$ cat src/rtl/m_ext_pkg.sv
// m_ext_pkg: shared widths, func3 codes and FSM encoding for the M-extension divider
package m_ext_pkg;
    localparam int XLEN  = 32;
    localparam int CNT_W = 6;

    localparam logic [2:0] F3_DIV  = 3'b100;
    localparam logic [2:0] F3_DIVU = 3'b101;
    localparam logic [2:0] F3_REM  = 3'b110;
    localparam logic [2:0] F3_REMU = 3'b111;

    typedef enum logic [1:0] {
        S_IDLE = 2'd0,
        S_CALC = 2'd1,
        S_DONE = 2'd2
    } state_t;

    // two's complement negate when n is set, modulo 2^XLEN
    function automatic logic [XLEN-1:0] cond_neg(input logic [XLEN-1:0] v, input logic n);
        return n ? (~v + 1'b1) : v;
    endfunction
endpackage

$ cat src/rtl/div_step.sv
// div_step: one radix-2 restoring iteration on {rem,quo} against the divisor
module div_step
    import m_ext_pkg::*;
(
    input  logic [XLEN-1:0] rem_i,
    input  logic [XLEN-1:0] quo_i,
    input  logic [XLEN-1:0] div_i,
    output logic [XLEN-1:0] rem_o,
    output logic [XLEN-1:0] quo_o
);
    logic [XLEN:0] sh;
    logic [XLEN:0] trial;
    logic          ge;

    // the shifted remainder can reach XLEN+1 bits, so compare and subtract at that width
    assign sh    = {rem_i, quo_i[XLEN-1]};
    assign ge    = sh >= {1'b0, div_i};
    assign trial = sh - {1'b0, div_i};
    assign rem_o = ge ? trial[XLEN-1:0] : sh[XLEN-1:0];
    assign quo_o = {quo_i[XLEN-2:0], ge};
endmodule

$ cat src/rtl/div_sequencer.sv
// div_sequencer: multi-cycle DIV/DIVU/REM/REMU unit with pipeline stall request
module div_sequencer
    import m_ext_pkg::*;
(
    input  logic            clk,
    input  logic            rst,
    input  logic            start,
    input  logic [2:0]      func3,
    input  logic [XLEN-1:0] op_a,
    input  logic [XLEN-1:0] op_b,
    input  logic            kill,
    output logic            stall_req,
    output logic            busy,
    output logic [XLEN-1:0] result,
    output logic            result_valid
);
    state_t           state_q, state_d;
    logic [CNT_W-1:0] cnt_q, cnt_d;
    logic [XLEN-1:0]  rem_q, rem_d;
    logic [XLEN-1:0]  quo_q, quo_d;
    logic [XLEN-1:0]  dvs_q, dvs_d;
    logic [XLEN-1:0]  res_q, res_d;
    logic [1:0]       f3_q, f3_d;
    logic             sa_q, sa_d;
    logic             sb_q, sb_d;
    logic             go, sgn, dz, ovf, special, sa, sb, stall_c;
    logic [XLEN-1:0]  rem_s, quo_s, fin;

    assign go      = start & func3[2];
    assign sgn     = ~func3[0];
    assign dz      = op_b == '0;
    assign ovf     = sgn && op_a == {1'b1, {(XLEN-1){1'b0}}} && op_b == '1;
    assign special = dz | ovf;
    assign sa      = sgn & op_a[XLEN-1];
    assign sb      = sgn & op_b[XLEN-1];

    div_step u_step (
        .rem_i (rem_q),
        .quo_i (quo_q),
        .div_i (dvs_q),
        .rem_o (rem_s),
        .quo_o (quo_s)
    );

    // sign latches are only ever set for signed ops, so no func3 gating is needed here
    assign fin = f3_q[1] ? cond_neg(rem_q, sa_q) : cond_neg(quo_q, sa_q ^ sb_q);

    assign busy      = state_q != S_IDLE;
    assign result    = (state_q == S_DONE) ? fin : res_q;
    assign stall_req = stall_c & rst;

    // state and datapath registers
    always_ff @(posedge clk or negedge rst) begin
        if (!rst) begin
            state_q <= S_IDLE;
            cnt_q   <= '0;
            rem_q   <= '0;
            quo_q   <= '0;
            dvs_q   <= '0;
            res_q   <= '0;
            f3_q    <= '0;
            sa_q    <= 1'b0;
            sb_q    <= 1'b0;
        end else begin
            state_q <= state_d;
            cnt_q   <= cnt_d;
            rem_q   <= rem_d;
            quo_q   <= quo_d;
            dvs_q   <= dvs_d;
            res_q   <= res_d;
            f3_q    <= f3_d;
            sa_q    <= sa_d;
            sb_q    <= sb_d;
        end
    end

    // next state, datapath loads and strobes; kill overrides every state
    always_comb begin
        state_d      = state_q;
        cnt_d        = cnt_q;
        rem_d        = rem_q;
        quo_d        = quo_q;
        dvs_d        = dvs_q;
        res_d        = res_q;
        f3_d         = f3_q;
        sa_d         = sa_q;
        sb_d         = sb_q;
        stall_c      = 1'b0;
        result_valid = 1'b0;
        if (kill) begin
            state_d = S_IDLE;
        end else begin
            case (state_q)
                S_IDLE: begin
                    if (go) begin
                        f3_d = func3[1:0];
                        if (special) begin
                            state_d = S_DONE;
                            sa_d    = 1'b0;
                            sb_d    = 1'b0;
                            quo_d   = dz ? '1 : {1'b1, {(XLEN-1){1'b0}}};
                            rem_d   = dz ? op_a : '0;
                        end else begin
                            state_d = S_CALC;
                            stall_c = 1'b1;
                            sa_d    = sa;
                            sb_d    = sb;
                            cnt_d   = '0;
                            rem_d   = '0;
                            quo_d   = cond_neg(op_a, sa);
                            dvs_d   = cond_neg(op_b, sb);
                        end
                    end
                end
                S_CALC: begin
                    stall_c = 1'b1;
                    rem_d   = rem_s;
                    quo_d   = quo_s;
                    cnt_d   = cnt_q + 1'b1;
                    state_d = (cnt_q == CNT_W'(XLEN-1)) ? S_DONE : S_CALC;
                end
                S_DONE: begin
                    result_valid = 1'b1;
                    res_d        = fin;
                    state_d      = S_IDLE;
                end
                default: state_d = S_IDLE;
            endcase
        end
    end
endmodule

$ cat config.mk
export PLATFORM = sky130hd
export DESIGN_NAME = div_sequencer
export DESIGN_NICKNAME = d
export VERILOG_FILES = /design/src/rtl/m_ext_pkg.sv /design/src/rtl/div_step.sv /design/src/rtl/div_sequencer.sv
export SDC_FILE = /design/constraint.sdc
export NUM_CORES = 1
export LEC_CHECK = 0
export BUFFER_PORTS_ARGS = -buffer_cell sky130_fd_sc_hd__buf_2
export CORE_UTILIZATION = 35
export DETAILED_ROUTE_END_ITERATION = 6
export PLACE_DENSITY = 0.48
export SKIP_LAST_GASP = 1
export SYNTH_ARGS = -nofsm -noshare
export SYNTH_HDL_FRONTEND = slang
export SYNTH_SLANG_ARGS = --single-unit
$ cat constraint.sdc
create_clock -name clk -period 4.9 [get_ports clk]
set_clock_uncertainty 0.2 [all_clocks]
set_input_delay 0.735 -clock clk [delete_from_list [all_inputs] [get_ports clk]]
set_output_delay 0.735 -clock clk [all_outputs]
set_load 0.02 [all_outputs]
* Yosys cells after proc, flatten, opt, wreduce, memory -nomap -nowiden
Index checks and enable logic that the tools add are counted.
** Storage, ports and cells
- Register bits after elaboration :: 140
- Bits of input ports :: 71
- Output and inout port bits :: 35
- Logic and storage cells :: 78
** Operators by class
- $add $sub $neg :: 6
- Order comparisons :: 1
- Equal/unequal tests :: 8
- Multiplexer cells :: 31
- Bitwise operators :: 13
- Reductions and logical operators :: 10
** Operator list (count)
- two-way mux 32 bit :: 12
- adder 32 x 1 -> 32 bit, second input constant :: 4
- NOT 32 bit :: 4
- one-hot mux 32 bit (2 select lines) :: 2
- == test 32 bit, second input constant :: 2
- greater-or-equal comparator 33 x 32 -> 1 bit :: 1
- zero test 32 bit :: 1
- subtractor 32 bit :: 1
- two-way mux 31 bit :: 1
- two-way mux 6 bit :: 2
- one-hot mux 6 bit (2 select lines) :: 1
- two-way mux 2 bit :: 4
- AND reduction 4 bit :: 2
- two-way mux 1 bit :: 7
- adder 6 x 1 -> 6 bit, second input constant :: 1
- == test 6 x 5 -> 1 bit, second input constant :: 1
- AND reduction 3 bit :: 2
- AND 1 bit :: 4
- != test 2 bit, second input constant :: 2
- one-hot mux 2 bit (2 select lines) :: 1
- nonzero test 2 bit :: 2
- != test 3 bit, second input constant :: 1
- NOT 1 bit :: 3
- == test 2 x 1 -> 1 bit, second input constant :: 1
- other kinds (6) :: 7

* Logic depth before layout (Yosys ltp)
- Depth in word-level cells :: 9
- Depth in mapped cells :: 13
- Gate-level depth less buffers :: 12

* By module
From an unflattened synthesis, not the netlist that was laid out.
** Second synthesis, totals
- Cells, all modules :: 1465
- Area total of the unflattened synthesis :: 11887.7 um2
** Modules (own cells, without submodules)
- div_sequencer :: instances 1, cells an instance 1110, area an instance 9316.4 um2
- div_step :: instances 1, cells an instance 355, area an instance 2571.2 um2

* Least setup slack after synthesis
Ideal clock, no wire load.
- Path type :: reg-to-output
- Start point :: reg rem_q[16]
- End point :: out result[31]
- Arrival time :: 2.997 ns
- Path slack :: 0.968 ns
- Cell stages (with the launch flop) :: 9
- Path buffers :: 0
- Cell sequence :: dfrtp_1 -> or4_4 -> or4_4 -> or4_4 -> o31ai_4 -> nand2_1 -> xor2_1 -> mux2i_1 -> o21ai_0
** On the way
- Longest elaborated chain between the ends :: 5
** RTL lines
- start, declared :: RTL line div_sequencer.sv:19 : logic [XLEN-1:0] rem_q, rem_d;
- start signal, assigned :: RTL line div_sequencer.sv:67 : rem_q <= rem_d;
- NOT 32 bit :: RTL line m_ext_pkg.sv:19 : return n ? (~v + 1'b1) : v;
- adder 32 x 1 -> 32 bit :: RTL line m_ext_pkg.sv:19
- two-way mux 32 bit :: RTL line m_ext_pkg.sv:19
- two-way mux 32 bit :: RTL line div_sequencer.sv:46 : assign fin = f3_q[1] ? cond_neg(rem_q, sa_q) : cond_neg(quo_q, sa_q ^ sb_q);
- two-way mux 32 bit
- end, declared :: RTL line div_sequencer.sv:14 : output logic [XLEN-1:0] result,
Every way passes these cells.

* Worst setup path after layout
- Start point :: reg rem_q[3]
- End point :: out result[31]
Same word-level chain as after synthesis.

==> impl_results.md <==
- GPL Wtd Cong: 0.923
- R2r setup slk: 0.88 ns
- Predominant post-synthesis flop cell: dfrtp_1
- GRT Total Usage: 24.6%
- CTS root buffer: clkbuf_16
- Hold Path End: res_q[6]
- Met3 capacity usage during global routing: 3.50%
- Largest net degree at the start of global routing: 65
- Port Buffer Count: 105
- Wire per inst: around 20 µm
- Final min period: ~4.6 ns
- Pre-CTS setup slack: around 0.64 ns
- Die width: 184 µm
- Overflow left after global routing: 0
- Layout cell share with drive strength beyond 1: 16.1%
- Layer with the highest usage: met2
- Status: completed
- Area occupied by registers: 0.00348 mm²
- Core area: 0.0326 mm²
- Crit path capture type: primary output
- HP Class: flip-flop to flip-flop
- Die Height: 184 µm
- Peak supply drop: 252 µV
- Finished Core Util: approximately two fifths
- CP Data Required Time: 3.96 ns
- Filler cell count: 3411
- Pwr/cell area: 492 mW/mm²
- Row cnt: 66
- Critical path peak fanout: 6
- Crit Path Class: flip-flop to primary output
- Fmax: between 200 and 250 MHz
- P_leak: 0.00585 µW
- Worst hold start: res_q[6]
- Worst-Skew Late Latency: 0.43 ns
- First-pass GRT wire length: approximately 63 mm
- Kind of cell adding the most delay to the critical path: simple AND/OR/NAND/NOR gates
- Worst-Margin Slew: between 0.9 and 1 ns
- Stages on worst setup path: 9
- I/O pin total: 106
- Number of antenna diodes: 0
- Via Count: between 10k and 15k
- Fin crit share: 94.8%
- Hold path cells: 2
- Syn Inst Count: 1485
- Post-DP HPWL: 31.9 mm
- DRC: 0
- Final setup margin: roughly 0.25 ns
- Yosys reg bits: 139
- Die area: 0.0339 mm²
- Arr. time, crit path: 3.71 ns
- Post-synth net total: 1595
- Max Slew Vio Count: 0
- Synthesis Warnings: 0
- Register area share after synthesis: 30.0%
- Max-cap violations: 0
- Hold Vio Cnt, Final: 0
- Commonest non-fill, non-tap cell in the layout: nand2_1
- CTS tree: built
- # H-tree levels: 4
- Reg2reg end: rem_q[4]
- Initial Util: between 30% and 40%
- GR Layer Usage met2: 38.1%
- Synth cell types: 72
- Final WL: about 41 mm
- Post-Syn Area per Cell: 7.82 µm²
- Worst path max stage delay: 0.64 ns
- RSZ-0062 raised after global routing: no
- Vias/cell: 5.53
- Commonest cells after routing, fill and taps aside: nand2_1, a21oi_1, o21ai_0, dfrtp_1, nor2_1
- Drt pass-1 iters: 6
- Met1 global-route usage: 34.1%
- Vias in the first global route: around 10k
- DRT iter0 DRCs: slightly above 900
- Cell area after synthesis: between 0.01 and 0.015 mm²
- Max_slew headroom: around a third
- Area of the multi-input gates: ~0.0076 mm²
- Async set-reset flop share out of synthesis: 100%
- R2R depth: 10
- Worst-path clk slew: 0.06 ns
- Cell mode on critical path: or4_1
- Setup tns final: 0 ns
- Cells along the critical path: or4_1, or4_1, or4_4, o31ai_4, nand2_1, xor2_1, mux2i_1, o21ai_0, buf_2
- Slowest CP cell: or4_1
- DRT antenna net count: 0
- Number of flops mapped to enable cells by yosys: 0
- Critical Path Start Type: flip-flop
- Num CTS Buffers: 17
- Clock sink total: 139
- Clk buf depth: 2
- Reg-to-Reg Start: rem_q[7]
- Layout area overhead: 14.0%
- NumNets Final: ~1.7k
- Crit path buf inv count: 1
- # setup viols final: 0
- Initial antenna violation count: 0
worst min-delay path: cells and delay by family, from the launching register on:
kind	cells	cell delay, ns
flip-flops	1	0.34
AND/OR/NAND/NOR	2	0.10
layout make-up:
type                            count  area share, %
Clock inverter                     11          0.908
Sequential cell                   139           26.3
Tap cell                          442           4.18
Clock buffer                       19           3.42
Multi-Input combinational cell   1198           57.4
Timing Repair Buffer              142           6.14
Inverter                           59           1.67
registers in the layout, summed over array words and instances, names as in the netlist:
name	count
dvs_q	32
rem_q	32
sb_q	1
f3_q	1
quo_q	32
state_q	2
sa_q	1
res_q	32
cnt_q	6
synthesized netlist by cell type, drive strengths merged, types with 16 or more instances:
cell / count / area (µm²)
nand2: 181 / 679
a21oi: 155 / 776
o21ai: 140 / 701
dfrtp: 139 / 3480
nor2: 131 / 494
xor2: 78 / 683
clkbuf: 75 / 282
xnor2: 69 / 604
inv: 59 / 221
mux2: 40 / 450
ha: 38 / 475
o31ai: 35 / 277
nor3: 29 / 155
nand3: 26 / 130
or3: 24 / 151
or4: 22 / 185
a21o: 18 / 135
o211ai: 16 / 120
o41ai: 16 / 166
or2: 16 / 100
metal layers:
| metal | wire, µm | vias to the layer above | share of wire [%] |
|---|---|---|---|
| li1 | - | 5471 | - |
| met1 | 19600 | 5231 | 48 |
| met2 | 18000 | 352 | 44 |
| met3 | 1940 | 59 | 4.7 |
| met4 | 1410 | 0 | 3.5 |
| met5 | 0 | - | 0 |
worst max path at each step:
| stage | slack [ns] | start | end |
|---|---|---|---|
| after CTS | 0.17 | rem_q[0] | result[28] |
| after global routing | 0.04 | rem_q[3] | result[31] |
| after global placement | 0.68 | rem_q[3] | result[31] |
| final | 0.25 | rem_q[3] | result[31] |
| after floorplan | 0.97 | rem_q[16] | result[31] |
| after detailed placement | 0.64 | rem_q[0] | result[28] |
where the power goes:
| part | switching (µW) | internal (µW) | leakage, µW |
|---|---|---|---|
| combinational | 2100 | 1310 | 0.00382 |
| sequential | 377 | 1400 | 0.00175 |
| clock | 546 | 770 | 0.000277 |
| total | 3020 | 3490 | 0.00585 |
repair_timing:
action                     CTS  global route
hold endpoints to repair    27             0
hold buffers                 1             0
resized for setup            0             1
setup endpoints to repair    0             1
buffers inserted             0             0
logic make-up after synthesis:
kind of cell	after synthesis	share of synthesized area, %
buffers and inverters	148	4.87
muxes	51	4.83
adders and majority gates	39	4.27
DFF	139	30.0
and+or+nand+nor	501	20.7
xor gates and xnor gates	147	11.1
AOI/OAI and AO/OA	460	24.3
through the flow:
step / instances / power, µW / cell area, µm² / hold WS (ns)
after detailed placement: 1979 / 5160 / 12600 / 0.257
final: 2010 / 6510 / 13200 / 0.272
after floorplan: 1485 / 4090 / 11600 / 0.239
after CTS: 2010 / 6500 / 13200 / 0.273
after global routing: 2010 / 6990 / 13200 / 0.289
after global placement: 1979 / 5170 / 12600 / 0.252
Power figures use the tool's default switching activity.
